`src/rtl/ctl_ammo.sv`:
```
// ctl_ammo: ammunition controller for the game.
// Keeps the magazine count as two BCD digits for disp_hex_mux (hex1 = tens,
// hex0 = units), gates shots, flags an empty magazine and runs a timed reload.
// Optional build macro: CTL_AMMO_REFUND_EN -- when defined, a hit in READY
// refunds one round (saturating at AMMO_MAX); when undefined, hit is ignored.
module ctl_ammo #(
  parameter int AMMO_MAX      = 34,
  parameter int RELOAD_CYCLES = 65_000_000
) (
  input  logic       clk,
  input  logic       rst,
  input  logic       shot_fired,
  input  logic       hit,
  input  logic       new_round,
  input  logic       reload_req,
  output logic [3:0] hex0,
  output logic [3:0] hex1,
  output logic       shot_allowed,
  output logic       ammo_empty,
  output logic       reload_busy,
  output logic       dry_fire
);

  localparam int CNT_W = (RELOAD_CYCLES > 1) ? $clog2(RELOAD_CYCLES) : 1;
  localparam logic [CNT_W-1:0] CNT_LAST = CNT_W'(RELOAD_CYCLES - 1);
  localparam logic [7:0] AMMO_FULL = {4'(AMMO_MAX / 10), 4'(AMMO_MAX % 10)};

  typedef enum logic [1:0] {
    ST_READY,
    ST_EMPTY,
    ST_RELOAD
  } state_t;

  state_t           state, state_nx;
  logic [7:0]       ammo, ammo_nx;
  logic [CNT_W-1:0] cnt, cnt_nx;
  logic             dry_nx;

  logic shot_fired_p0, reload_req_p0;
  logic shot_ev, reload_ev, reload_trig;

  // BCD decrement, saturating at 00.
  function automatic logic [7:0] bcd_dec(input logic [7:0] v);
    if (v == 8'h00)           return 8'h00;
    else if (v[3:0] == 4'd0)  return {v[7:4] - 4'd1, 4'd9};
    else                      return {v[7:4], v[3:0] - 4'd1};
  endfunction

  // BCD increment, saturating at the full magazine.
  function automatic logic [7:0] bcd_inc_sat(input logic [7:0] v);
    if (v >= AMMO_FULL)       return AMMO_FULL;
    else if (v[3:0] == 4'd9)  return {v[7:4] + 4'd1, 4'd0};
    else                      return {v[7:4], v[3:0] + 4'd1};
  endfunction

  // Stage p0: previous-cycle copies of the strobes for rising-edge detection.
  always_ff @(posedge clk or posedge rst) begin
    if (rst) begin
      shot_fired_p0 <= 1'b0;
      reload_req_p0 <= 1'b0;
    end else begin
      shot_fired_p0 <= shot_fired;
      reload_req_p0 <= reload_req;
    end
  end

  assign shot_ev     = shot_fired & ~shot_fired_p0;
  assign reload_ev   = reload_req & ~reload_req_p0;
  assign reload_trig = new_round | reload_ev;

`ifdef CTL_AMMO_REFUND_EN
  logic hit_p0;
  logic hit_ev;

  // Stage p0: previous-cycle copy of hit for rising-edge detection.
  always_ff @(posedge clk or posedge rst) begin
    if (rst) hit_p0 <= 1'b0;
    else     hit_p0 <= hit;
  end

  assign hit_ev = hit & ~hit_p0;
`else
  logic unused_hit;
  assign unused_hit = hit;
`endif

  // Next-state and datapath decisions; reload triggers outrank shots.
  always_comb begin
    state_nx = state;
    ammo_nx  = ammo;
    cnt_nx   = cnt;
    dry_nx   = 1'b0;
    case (state)
      ST_READY: begin
        if (reload_trig) begin
          state_nx = ST_RELOAD;
          cnt_nx   = '0;
        end else begin
`ifdef CTL_AMMO_REFUND_EN
          // A hit and a shot in the same cycle cancel out.
          if (shot_ev && !hit_ev) begin
            ammo_nx = bcd_dec(ammo);
            if (ammo == 8'h01) state_nx = ST_EMPTY;
          end else if (hit_ev && !shot_ev) begin
            ammo_nx = bcd_inc_sat(ammo);
          end
`else
          if (shot_ev) begin
            ammo_nx = bcd_dec(ammo);
            if (ammo == 8'h01) state_nx = ST_EMPTY;
          end
`endif
        end
      end
      ST_EMPTY: begin
        if (reload_trig) begin
          state_nx = ST_RELOAD;
          cnt_nx   = '0;
        end else if (shot_ev) begin
          dry_nx = 1'b1;
        end
      end
      ST_RELOAD: begin
        // Reload requests are ignored here; the timer never restarts.
        if (shot_ev) dry_nx = 1'b1;
        if (cnt == CNT_LAST) begin
          state_nx = ST_READY;
          ammo_nx  = AMMO_FULL;
          cnt_nx   = '0;
        end else begin
          cnt_nx = cnt + CNT_W'(1);
        end
      end
      default: begin
        state_nx = ST_READY;
        ammo_nx  = AMMO_FULL;
        cnt_nx   = '0;
      end
    endcase
  end

  // Stage p1: state, magazine, reload timer and registered status outputs.
  always_ff @(posedge clk or posedge rst) begin
    if (rst) begin
      state        <= ST_READY;
      ammo         <= AMMO_FULL;
      cnt          <= '0;
      shot_allowed <= 1'b1;
      ammo_empty   <= 1'b0;
      reload_busy  <= 1'b0;
      dry_fire     <= 1'b0;
    end else begin
      state        <= state_nx;
      ammo         <= ammo_nx;
      cnt          <= cnt_nx;
      shot_allowed <= (state_nx == ST_READY);
      ammo_empty   <= (state_nx == ST_EMPTY);
      reload_busy  <= (state_nx == ST_RELOAD);
      dry_fire     <= dry_nx;
    end
  end

  assign hex1 = ammo[7:4];
  assign hex0 = ammo[3:0];

endmodule

```
`config.mk`:
```
export PLATFORM = sky130hd
export DESIGN_NAME = ctl_ammo
export DESIGN_NICKNAME = d
export VERILOG_FILES = /design/src/rtl/ctl_ammo.sv
export SDC_FILE = /design/constraint.sdc
export NUM_CORES = 1
export LEC_CHECK = 0
export BUFFER_PORTS_ARGS = -buffer_cell sky130_fd_sc_hd__buf_2
export CORE_MARGIN = 3
export CORE_UTILIZATION = 60
export CTS_BUF_LIST = sky130_fd_sc_hd__clkbuf_8
export DETAILED_ROUTE_END_ITERATION = 16
export GPL_ROUTABILITY_DRIVEN = 0
export PLACE_DENSITY_LB_ADDON = 0.15
export SETUP_SLACK_MARGIN = 0.2
export SLEW_MARGIN = 20
export SYNTH_ARGS = -nofsm -noshare
export SYNTH_HDL_FRONTEND = slang
export SYNTH_SLANG_ARGS = --single-unit
```
`constraint.sdc`:
```
create_clock -name clk -period 2.5 [get_ports clk]
set_input_delay 0.5 -clock clk [delete_from_list [all_inputs] [get_ports clk]]
set_output_delay 0.5 -clock clk [all_outputs]
set_load 0.02 [all_outputs]
```
==> results.ini, run 1 <==
[timing]
setup_viol = 0
skew_ns = 0.0120
tightest_slew_ns = 0.562
hold_violations = 0
period_share = 0.871
fmax_mhz = 459
max_slew_margin = 0.625
rsz0062_at_grt = yes
min_period_ns = 2.18
slew_viol_final = 0
timing.setup.tns_ns = 0

[clock_network]
clk_latency_ns = 0.30
cts_tree = yes
cts_htree_levels = 2
cts-root-buf = clkbuf_8
clkSlewWorstSetupHoldPaths_ns = 0.09
cts_inserted_buffers = 5
clk_path_buf_depth = 2
clock_sinks = 42
ctsHoldBuffers = 0

[setup_path]
critPathLaunchType = register
critPathBufInv = 2
crit_path_end_kind = register
slowest_stage = dfrtp_1
path_delay_family = simple AND/OR/NAND/NOR gates
crit_required_ns = 2.67
path_cells = inv_1 -> ha_1 -> nor2_2 -> o311ai_4 -> nor4_4 -> buf_4 -> xnor2_1 -> nor2_1
worstSetupPathType = reg -> reg
crit_fanout = 10
reg2reg_depth = 8
critPathArrivalTime_ns = 2.35
critPathMaxStageDelay_ns = 0.47
worst-path-stages = 8

[power_and_ir_drop]
leakagePower_uw = 0.00125
cellPowerDensity_nw_per_um2 = 797
vdd_drop_max_mv = 0.511

[hold_path]
holdCritPathClass = in -> async

[run]
max_cap_viol_count = 0

[route]
wl_um = 5170
drcViolationCount = 0
drt_first_pass_iters = 4
drtIter0Drc = 141
antenna_left = 0
vias = 2052
post_drt_wl_per_cell_um = 15.5
vias_per_cell = 6.14

[floorplanning]
die_h_um = 70.5
rows = 22
fp.dieW_um = 70.5
coreArea_um2 = 3830
initial_utilization = 0.652
die_area_um2 = 4970
ioPinCount = 18

[grt]
antenna_found_initial = 0
met2_usage = 0.315
use_met3 = 0.0432
grt_use_total = 0.216
met1_usage = 0.326
grt_max_degree = 43
grt_pass1_vias = 1795
grt-ovfl-total = 0
top_usage_layer = met1
grt_pass1_wl_um = 8640

[synthesis]
yosysWarnings = 0
synth_top_cell_area_share = 0.381
yosysSeqAreaShare = 0.423
synthDistinctLibCells = 54
synth_area_per_cell_um2 = 9.60
ys_dominant_reg_cell = dfrtp_1
syn_area_um2 = 2500
synth-seq-cells = 42
netlist_instances = 260
synth_top_area_cell = dfrtp_1
synth_edf_count = 0
syn_nets = 275
synthArstFlopShare = 1.00
ys_top_cells_by_area = dfrtp_1 38%, xnor2_1 4.9%, ha_1 4.5%

[layout]
stdcell_count = 334
drive_gt1_frac = 0.185
fin_nets = 301
area_growth_pct = 12.5
antenna-diode-count = 0

[placement]
place_inst = 324
place.detailed.hpwl_um = 3540
port_buffers = 16

[status]
outcome = complete, no violations

cells by family after synthesis:
| group | count (synthesis) | synth area share |
|---|---|---|
| AO/OA/AOI/OAI | 41 | 0.125 |
| XOR/XNOR | 14 | 0.0491 |
| adder cells (fa/ha/maj) | 9 | 0.0451 |
| buffers and inverters | 22 | 0.0426 |
| flip-flops | 42 | 0.423 |
| multiplexers | 6 | 0.0246 |
| AND/OR/NAND/NOR | 126 | 0.290 |
state kept, by name (all words and copies together) (netlist names):
signal,cells
state,2
cnt,26
ammo_empty,1
reload_busy,1
shot_allowed,1
reload_req_p0,1
shot_fired_p0,1
dry_fire,1
ammo,8
synthesized netlist by cell type, types with 2 or more instances:
cell / n
and3_1: 6
dfstp_2: 4
mux2i_1: 5
nand4_1: 5
nand2b_1: 3
nand3_1: 10
nor3b_1: 4
ha_1: 9
nand4b_1: 3
o21ai_0: 6
nand2_1: 18
nor4_1: 9
nand3b_1: 2
nor3_1: 17
a22o_1: 4
buf_6: 2
nor3_2: 2
and2_1: 3
clkbuf_1: 3
o31a_1: 2
a31oi_1: 5
buf_2: 4
and4_1: 4
o31ai_1: 2
a211oi_1: 2
xnor2_1: 14
o22ai_1: 2
a21oi_1: 4
or3_1: 2
dfrtp_1: 38
inv_1: 12
a211o_1: 3
nor2_1: 29
a21o_1: 2
worst reg2reg max path, stage by stage (launching register included):
cell and delay, ns:
dfrtp_1 0.47, inv_1 0.13, ha_1 0.23, nor2_2 0.26
o311ai_4 0.21, nor4_4 0.41, buf_4 0.18, xnor2_1 0.11
nor2_1 0.05
per-stage QoR:
step / hold WS [ns] / setup WS, ns / power [uW] / util / instance area, um2
global route: 0.325 / 0.168 / 2370 / 0.734 / 2810
detailed placement: 0.516 / 0.239 / 1650 / 0.694 / 2660
global placement: 0.499 / 0.271 / 1630 / 0.694 / 2660
floorplan: 0.478 / 0.223 / 1460 / - / 2500
CTS: 0.323 / 0.220 / 2210 / 0.723 / 2770
finish: 0.322 / 0.322 / 2240 / 0.734 / 2810
metal layers:
layer / wire length, um / up-vias
met5: 0 / -
met4: 62 / 0
met3: 189 / 6
met2: 2360 / 41
met1: 2550 / 1001
li1: - / 1004
power breakdown:
part           leakage, uW  internal (uW)  switching, uW  total [uW]
Sequential        0.000559            766           81.0         847
Clock            0.0000573            320            238         557
Combinational     0.000629            331            503         835
area by class of cell:
cell class,instances,area (um2)
Sequential cell,42,1060
Clock buffer,6,82.6
Timing Repair Buffer,29,178
Inverter,12,45.0
Tap cell,48,60.1
Clock inverter,1,30.0
Multi-Input combinational cell,196,1360
Fill cell,281,1020
final timing paths:
path                                      from                      end  slack, ns
max                         state[1]$_DFF_PP0_      cnt[17]$_DFFE_PP0P_       0.32
min                                        rst      cnt[15]$_DFFE_PP0P_       0.32
min reg2reg                ammo[5]$_DFFE_PP1P_      ammo[5]$_DFFE_PP1P_       0.52
min in group clk                    reload_req  reload_req_p0$_DFF_PP0_       0.33
max in group asynchronous                  rst      ammo[5]$_DFFE_PP1P_       1.80
max reg2reg                 state[1]$_DFF_PP0_      cnt[17]$_DFFE_PP0P_       0.32
cells in the final DEF, fill, tap and decap left out, types with 5 or more instances in the layout:
master,Yosys,routed
nor2_1,29,28
inv_1,12,12
nand3_1,10,10
a31oi_1,5,5
ha_1,9,9
nor4_1,9,9
xnor2_1,14,14
buf_2,4,16
nand4_1,5,5
mux2i_1,5,5
and3_1,6,5
o21ai_0,6,6
buf_4,1,13
clkbuf_8,0,6
nand2_1,18,18
nor3_1,17,16
dfrtp_1,38,38
timing repair:
action                     4_1_cts  5_1_grt
setup buffers                    0        3
setup endpoints to repair        0       20
resized for setup                0        4
(Power assumes the default switching activity.)
==> run 2: changes to the inputs <==
CORE_ASPECT_RATIO = 0.6   (was default)
==> run 2 against run 1 <==
Via count is 2.2% higher. Global-route usage is 3.3 points higher. Clock power is 19% lower. Non-clock buffer count is 2 higher. Worst setup slack better by 0.0043 ns. Die area is 0.51% higher. Sequential power hardly changed. Maximum frequency is 0.20% higher. Combinational power is 7.5% higher. Clock-buffer cell count stayed put. Largest cell class unchanged. Largest power group is now combinational cells. Highest routed layer unchanged.
==> results.ini, run 2 (same netlist as run 1, synthesis figures left out) <==
[grt]
antenna_found_initial = 0  ; unchanged
grt-ovfl-total = 0  ; unchanged
grt_max_degree = 43  ; unchanged
grt_use_total = 0.250  ; was 0.216
grt_pass1_wl_um = 9740  ; was 8640 um
grt_pass1_vias = 1910  ; was 1795

[setup_path]
crit_required_ns = 2.72  ; was 2.67 ns
critPathLaunchType = register  ; unchanged
crit_path_end_kind = register  ; unchanged
crit_fanout = 5  ; was 10
critPathArrivalTime_ns = 2.39  ; was 2.35 ns
worstSetupPathType = reg -> reg  ; unchanged

[layout]
fin_area_um2 = 2830  ; was 2810 um2
final_common_cell = dfrtp_1  ; unchanged
final_cell_mix = 37 x dfrtp_1, 28 x nor2_1, 18 x nand2_1  ; was 38 x dfrtp_1, 28 x nor2_1, 18 x nand2_1
antenna-diode-count = 0  ; unchanged
top_regs = cnt (26), ammo (8), state (2)  ; unchanged
drive_gt1_frac = 0.197  ; was 0.185
area_growth_pct = 13.2  ; was 12.5%
max_flop_register = cnt  ; unchanged
fin_util = 0.738  ; was 0.734
fin_nets = 303  ; was 301
largest_reg_flops = 26  ; unchanged

[placement]
placed_area_um2 = 2700  ; was 2660 um2
place.detailed.hpwl_um = 4190  ; was 3540 um
dp_slack_ns = 0.268  ; was 0.239 ns
port_buffers = 16  ; unchanged

[power_and_ir_drop]
cellPowerDensity_nw_per_um2 = 778  ; was 797 nW/um2
vdd_drop_max_mv = 0.398  ; was 0.511 mV
leakagePower_uw = 0.00126  ; was 0.00125 uW

[timing]
skew_ns = 0.00570  ; was 0.0120 ns
timing.setup.tns_ns = 0  ; unchanged
rsz0062_at_grt = yes  ; unchanged
fin_ws_ns = 0.326  ; was 0.322 ns
slew_viol_final = 0  ; unchanged
period_share = 0.870  ; was 0.871
whs_ns = 0.314  ; was 0.322 ns
tightest_slew_ns = 0.550  ; was 0.562 ns
min_period_ns = 2.17  ; was 2.18 ns
hold_violations = 0  ; unchanged
max_slew_margin = 0.633  ; was 0.625
fmax_mhz = 460  ; was 459 MHz
setup_viol = 0  ; unchanged

[clock_network]
cts_inserted_buffers = 5  ; unchanged
cts-root-buf = clkbuf_8  ; unchanged
clock_sinks = 42  ; unchanged
cts_htree_levels = 2  ; unchanged
clkSlewWorstSetupHoldPaths_ns = 0.08  ; was 0.09 ns
clk_path_buf_depth = 2  ; unchanged
cts_tree = yes  ; unchanged
ctsHoldBuffers = 0  ; unchanged
clk_latency_ns = 0.30  ; about the same

[route]
drcViolationCount = 0  ; unchanged
wl_um = 5850  ; was 5170 um
drtIter0Drc = 285  ; was 141
vias = 2098  ; was 2052
drt_first_pass_iters = 5  ; was 4
vias_per_cell = 6.24  ; was 6.14
post_drt_wl_per_cell_um = 17.4  ; was 15.5 um
antenna_left = 0  ; unchanged

[floorplanning]
fp.dieW_um = 89.3  ; was 70.5 um
ioPinCount = 18  ; unchanged
rows = 17  ; was 22
coreArea_um2 = 3830  ; about the same
initial_utilization = 0.652  ; about the same
die_area_um2 = 5000  ; was 4970 um2
die_h_um = 56.0  ; was 70.5 um

[hold_path]
holdCritPathClass = in -> async  ; unchanged

[status]
outcome = complete, no violations  ; unchanged

[run]
max_cap_viol_count = 0  ; unchanged

[run 2: final timing paths]
kind                                     startpoint  slack (ns)  cells past startpoint                      end
worst max-delay path            ammo[4]$_DFFE_PP1P_        0.33                      7    reload_busy$_DFF_PP0_
worst min-delay path                            rst        0.31                      3     ammo_empty$_DFF_PP0_
worst max register to register  ammo[4]$_DFFE_PP1P_        0.33                      7    reload_busy$_DFF_PP0_
worst min register to register  ammo[5]$_DFFE_PP1P_        0.53                      2      ammo[5]$_DFFE_PP1P_
max in group asynchronous                       rst        1.79                      3      ammo[5]$_DFFE_PP1P_
min in group clk                         shot_fired        0.33                      1  shot_fired_p0$_DFF_PP0_
[run 2: final cells by class]
| class | count | area (um2) |
|---|---|---|
| Timing Repair Buffer | 31 | 205 |
| Multi-Input combinational cell | 196 | 1370 |
| Fill cell | 278 | 1000 |
| Inverter | 12 | 45.0 |
| Sequential cell | 42 | 1060 |
| Clock buffer | 6 | 82.6 |
| Tap cell | 47 | 58.8 |
| Clock inverter | 2 | 8.76 |
[run 2: power breakdown]
part           total [uW]  switching [uW]  internal, uW
clock                 452             233           219
sequential            850            82.8           767
combinational         898             535           363
total                2200             851          1350
[run 2: repair_timing]
| item | CTS | global route |
|---|---|---|
| gates resized for setup | 0 | 6 |
| setup endpoints to repair | 0 | 13 |
| buffers inserted | 0 | 1 |
[run 2: stage by stage]
stage / total power, uW / instances
2_1_floorplan: 1460 / 260
3_3_place_gp: 1700 / 327
3_5_place_dp: 1720 / 327
4_1_cts: 2170 / 335
5_1_grt: 2340 / 336
6_report: 2200 / 336
[run 2: layer usage]
metal  share of wire  up-vias  track usage
met4          0.0067        0       0.0446
met5               0        -            0
met2            0.39       83        0.303
li1                -     1002            -
met1            0.52     1007        0.438
met3           0.082        6       0.0547
[run 2: critical path, cell delays in order (launching register included)]
cell	delay (ns)
dfstp_2	0.57
inv_1	0.06
ha_1	0.23
nor3b_1	0.17
and3_1	0.22
a211oi_2	0.26
or4b_1	0.47
o211ai_1	0.11
==> run 3: changes to the inputs <==
CTS_BUF_LIST = default   (was sky130_fd_sc_hd__clkbuf_8)
==> run 3 against run 2 <==
Design area stayed put. Sequential power is essentially flat. Maximum frequency about the same. Worst setup slack is essentially flat. Routed wire length hardly changed. Non-clock buffer count is the same. Power is essentially flat. Core utilization unchanged. Hold slack better by 0.0024 ns. Critical path depth stayed put. Global-route usage stayed put. Highest routed layer unchanged.
==> results.ini, run 3 (same netlist as run 1, synthesis figures left out) <==
[placement]
place.detailed.hpwl_um = 4190  ; unchanged
place_inst = 327  ; unchanged
dp_slack_ns = 0.268  ; unchanged
port_buffers = 16  ; unchanged

[setup_path]
critPathArrivalTime_ns = 2.39  ; about the same
worstReg2RegStart = ammo[4]$_DFFE_PP1P_  ; unchanged
crit_required_ns = 2.71  ; was 2.72 ns
crit_fanout = 5  ; unchanged
reg2reg_depth = 7  ; unchanged
critPathLaunchType = register  ; unchanged
rrSetupSlack_ns = 0.33  ; about the same
rr_endpoint = reload_busy$_DFF_PP0_  ; unchanged
critPathMaxStageDelay_ns = 0.57  ; about the same
crit_path_end_kind = register  ; unchanged
crit_start = ammo[4]$_DFFE_PP1P_  ; unchanged
slowest_stage = dfstp_2  ; unchanged
path_cells = inv_1 -> ha_1 -> nor3b_1 -> and3_1 -> a211oi_2 -> or4b_1 -> o211ai_1  ; unchanged
worstSetupPathType = reg -> reg  ; unchanged

[hold_path]
holdCritPathClass = in -> async  ; unchanged

[clock_network]
cts_inserted_buffers = 5  ; unchanged
cts_tree = yes  ; unchanged
clk_latency_ns = 0.29  ; was 0.30 ns
clock_sinks = 42  ; unchanged
clk_path_buf_depth = 2  ; unchanged
cts_htree_levels = 2  ; unchanged
cts-root-buf = clkbuf_8  ; unchanged
clkSlewWorstSetupHoldPaths_ns = 0.08  ; about the same

[timing]
skew_ns = 0.00647  ; was 0.00570 ns
timing.setup.tns_ns = 0  ; unchanged
setup_viol = 0  ; unchanged
fmax_mhz = 460  ; about the same
hold_violations = 0  ; unchanged
tightest_slew_ns = 0.548  ; was 0.550 ns
slew_viol_final = 0  ; unchanged
rsz0062_at_grt = yes  ; unchanged
min_period_ns = 2.17  ; about the same
period_share = 0.870  ; about the same
fin_ws_ns = 0.326  ; about the same
max_slew_margin = 0.634  ; was 0.633

[route]
drcViolationCount = 0  ; unchanged
vias = 2109  ; was 2098
antenna_left = 0  ; unchanged
wl_um = 5850  ; about the same
drtIter0Drc = 289  ; was 285
drt_first_pass_iters = 5  ; unchanged
vias_per_cell = 6.28  ; was 6.24
post_drt_wl_per_cell_um = 17.4  ; about the same

[layout]
largest_reg_flops = 26  ; unchanged
fin_util = 0.738  ; unchanged
top_regs = cnt (26), ammo (8), state (2)  ; unchanged
final_cell_mix = 37 x dfrtp_1, 28 x nor2_1, 18 x nand2_1  ; unchanged
stdcell_count = 336  ; unchanged
antenna-diode-count = 0  ; unchanged
max_flop_register = cnt  ; unchanged
fin_nets = 303  ; unchanged
drive_gt1_frac = 0.197  ; unchanged
final_common_cell = dfrtp_1  ; unchanged
area_growth_pct = 13.2  ; unchanged

[power_and_ir_drop]
cellPowerDensity_nw_per_um2 = 779  ; was 778 nW/um2
leakagePower_uw = 0.00125  ; was 0.00126 uW
vdd_drop_max_mv = 0.398  ; about the same
power.total_uw = 2200  ; about the same

[floorplanning]
fp.dieW_um = 89.3  ; unchanged
die_area_um2 = 5000  ; unchanged
ioPinCount = 18  ; unchanged
initial_utilization = 0.652  ; unchanged
die_h_um = 56.0  ; unchanged
rows = 17  ; unchanged
coreArea_um2 = 3830  ; unchanged

[grt]
grt-ovfl-total = 0  ; unchanged
antenna_found_initial = 0  ; unchanged
grt_pass1_wl_um = 9740  ; unchanged
grt_pass1_vias = 1910  ; unchanged
grt_max_degree = 43  ; unchanged
grt_use_total = 0.250  ; unchanged

[run]
max_cap_viol_count = 0  ; unchanged

[status]
outcome = complete, no violations  ; unchanged

[run 3: worst max path at each step]
| stage | cells past startpoint | endpoint | slack [ns] |
|---|---|---|---|
| after floorplan | 7 | reload_busy$_DFF_PP0_ | 0.22 |
| after global placement | 6 | ammo[3]$_DFFE_PP0P_ | 0.30 |
| after detailed placement | 7 | cnt[21]$_DFFE_PP0P_ | 0.27 |
| after CTS | 7 | cnt[23]$_DFFE_PP0P_ | 0.21 |
| after global routing | 7 | reload_busy$_DFF_PP0_ | 0.20 |
| final | 7 | reload_busy$_DFF_PP0_ | 0.33 |
[run 3: critical path, delay by kind of cell (launching register included)]
| kind | cells | cell delay, ns |
|---|---|---|
| adders and majority gates | 1 | 0.23 |
| AOI/OAI and AO/OA | 2 | 0.37 |
| DFF | 1 | 0.57 |
| and+or+nand+nor | 3 | 0.86 |
| buffers and inverters | 1 | 0.06 |
[run 3: power by group]
| part | internal, uW | switching [uW] |
|---|---|---|
| combinational | 363 | 534 |
| sequential | 767 | 82.8 |
| clock | 223 | 231 |
| total | 1350 | 848 |
[run 3: what timing repair did]
action                     CTS  global route
hold buffers                 0             0
buffers inserted             0             1
gates resized for setup      0             6
setup endpoints to repair    0            13
[run 3: stage by stage]
| stage | hold WS (ns) | area (um2) |
|---|---|---|
| 2_1_floorplan | 0.478 | 2500 |
| 3_3_place_gp | 0.507 | 2700 |
| 3_5_place_dp | 0.508 | 2700 |
| 4_1_cts | 0.333 | 2790 |
| 5_1_grt | 0.329 | 2830 |
| 6_report | 0.317 | 2830 |
[run 3: cell type report]
| cell class | instances | area [um2] |
|---|---|---|
| Timing Repair Buffer | 31 | 205 |
| Tap cell | 47 | 58.8 |
| Clock buffer | 7 | 86.3 |
| Inverter | 12 | 45.0 |
| Clock inverter | 1 | 5.00 |
| Sequential cell | 42 | 1060 |
| Multi-Input combinational cell | 196 | 1370 |
| Fill cell | 278 | 1000 |
[run 3: routing by layer]
layer / track usage / routed length (um)
met5: 0 / 0
met4: 0.0446 / 42
met3: 0.0547 / 485
met2: 0.303 / 2310
met1: 0.438 / 3010
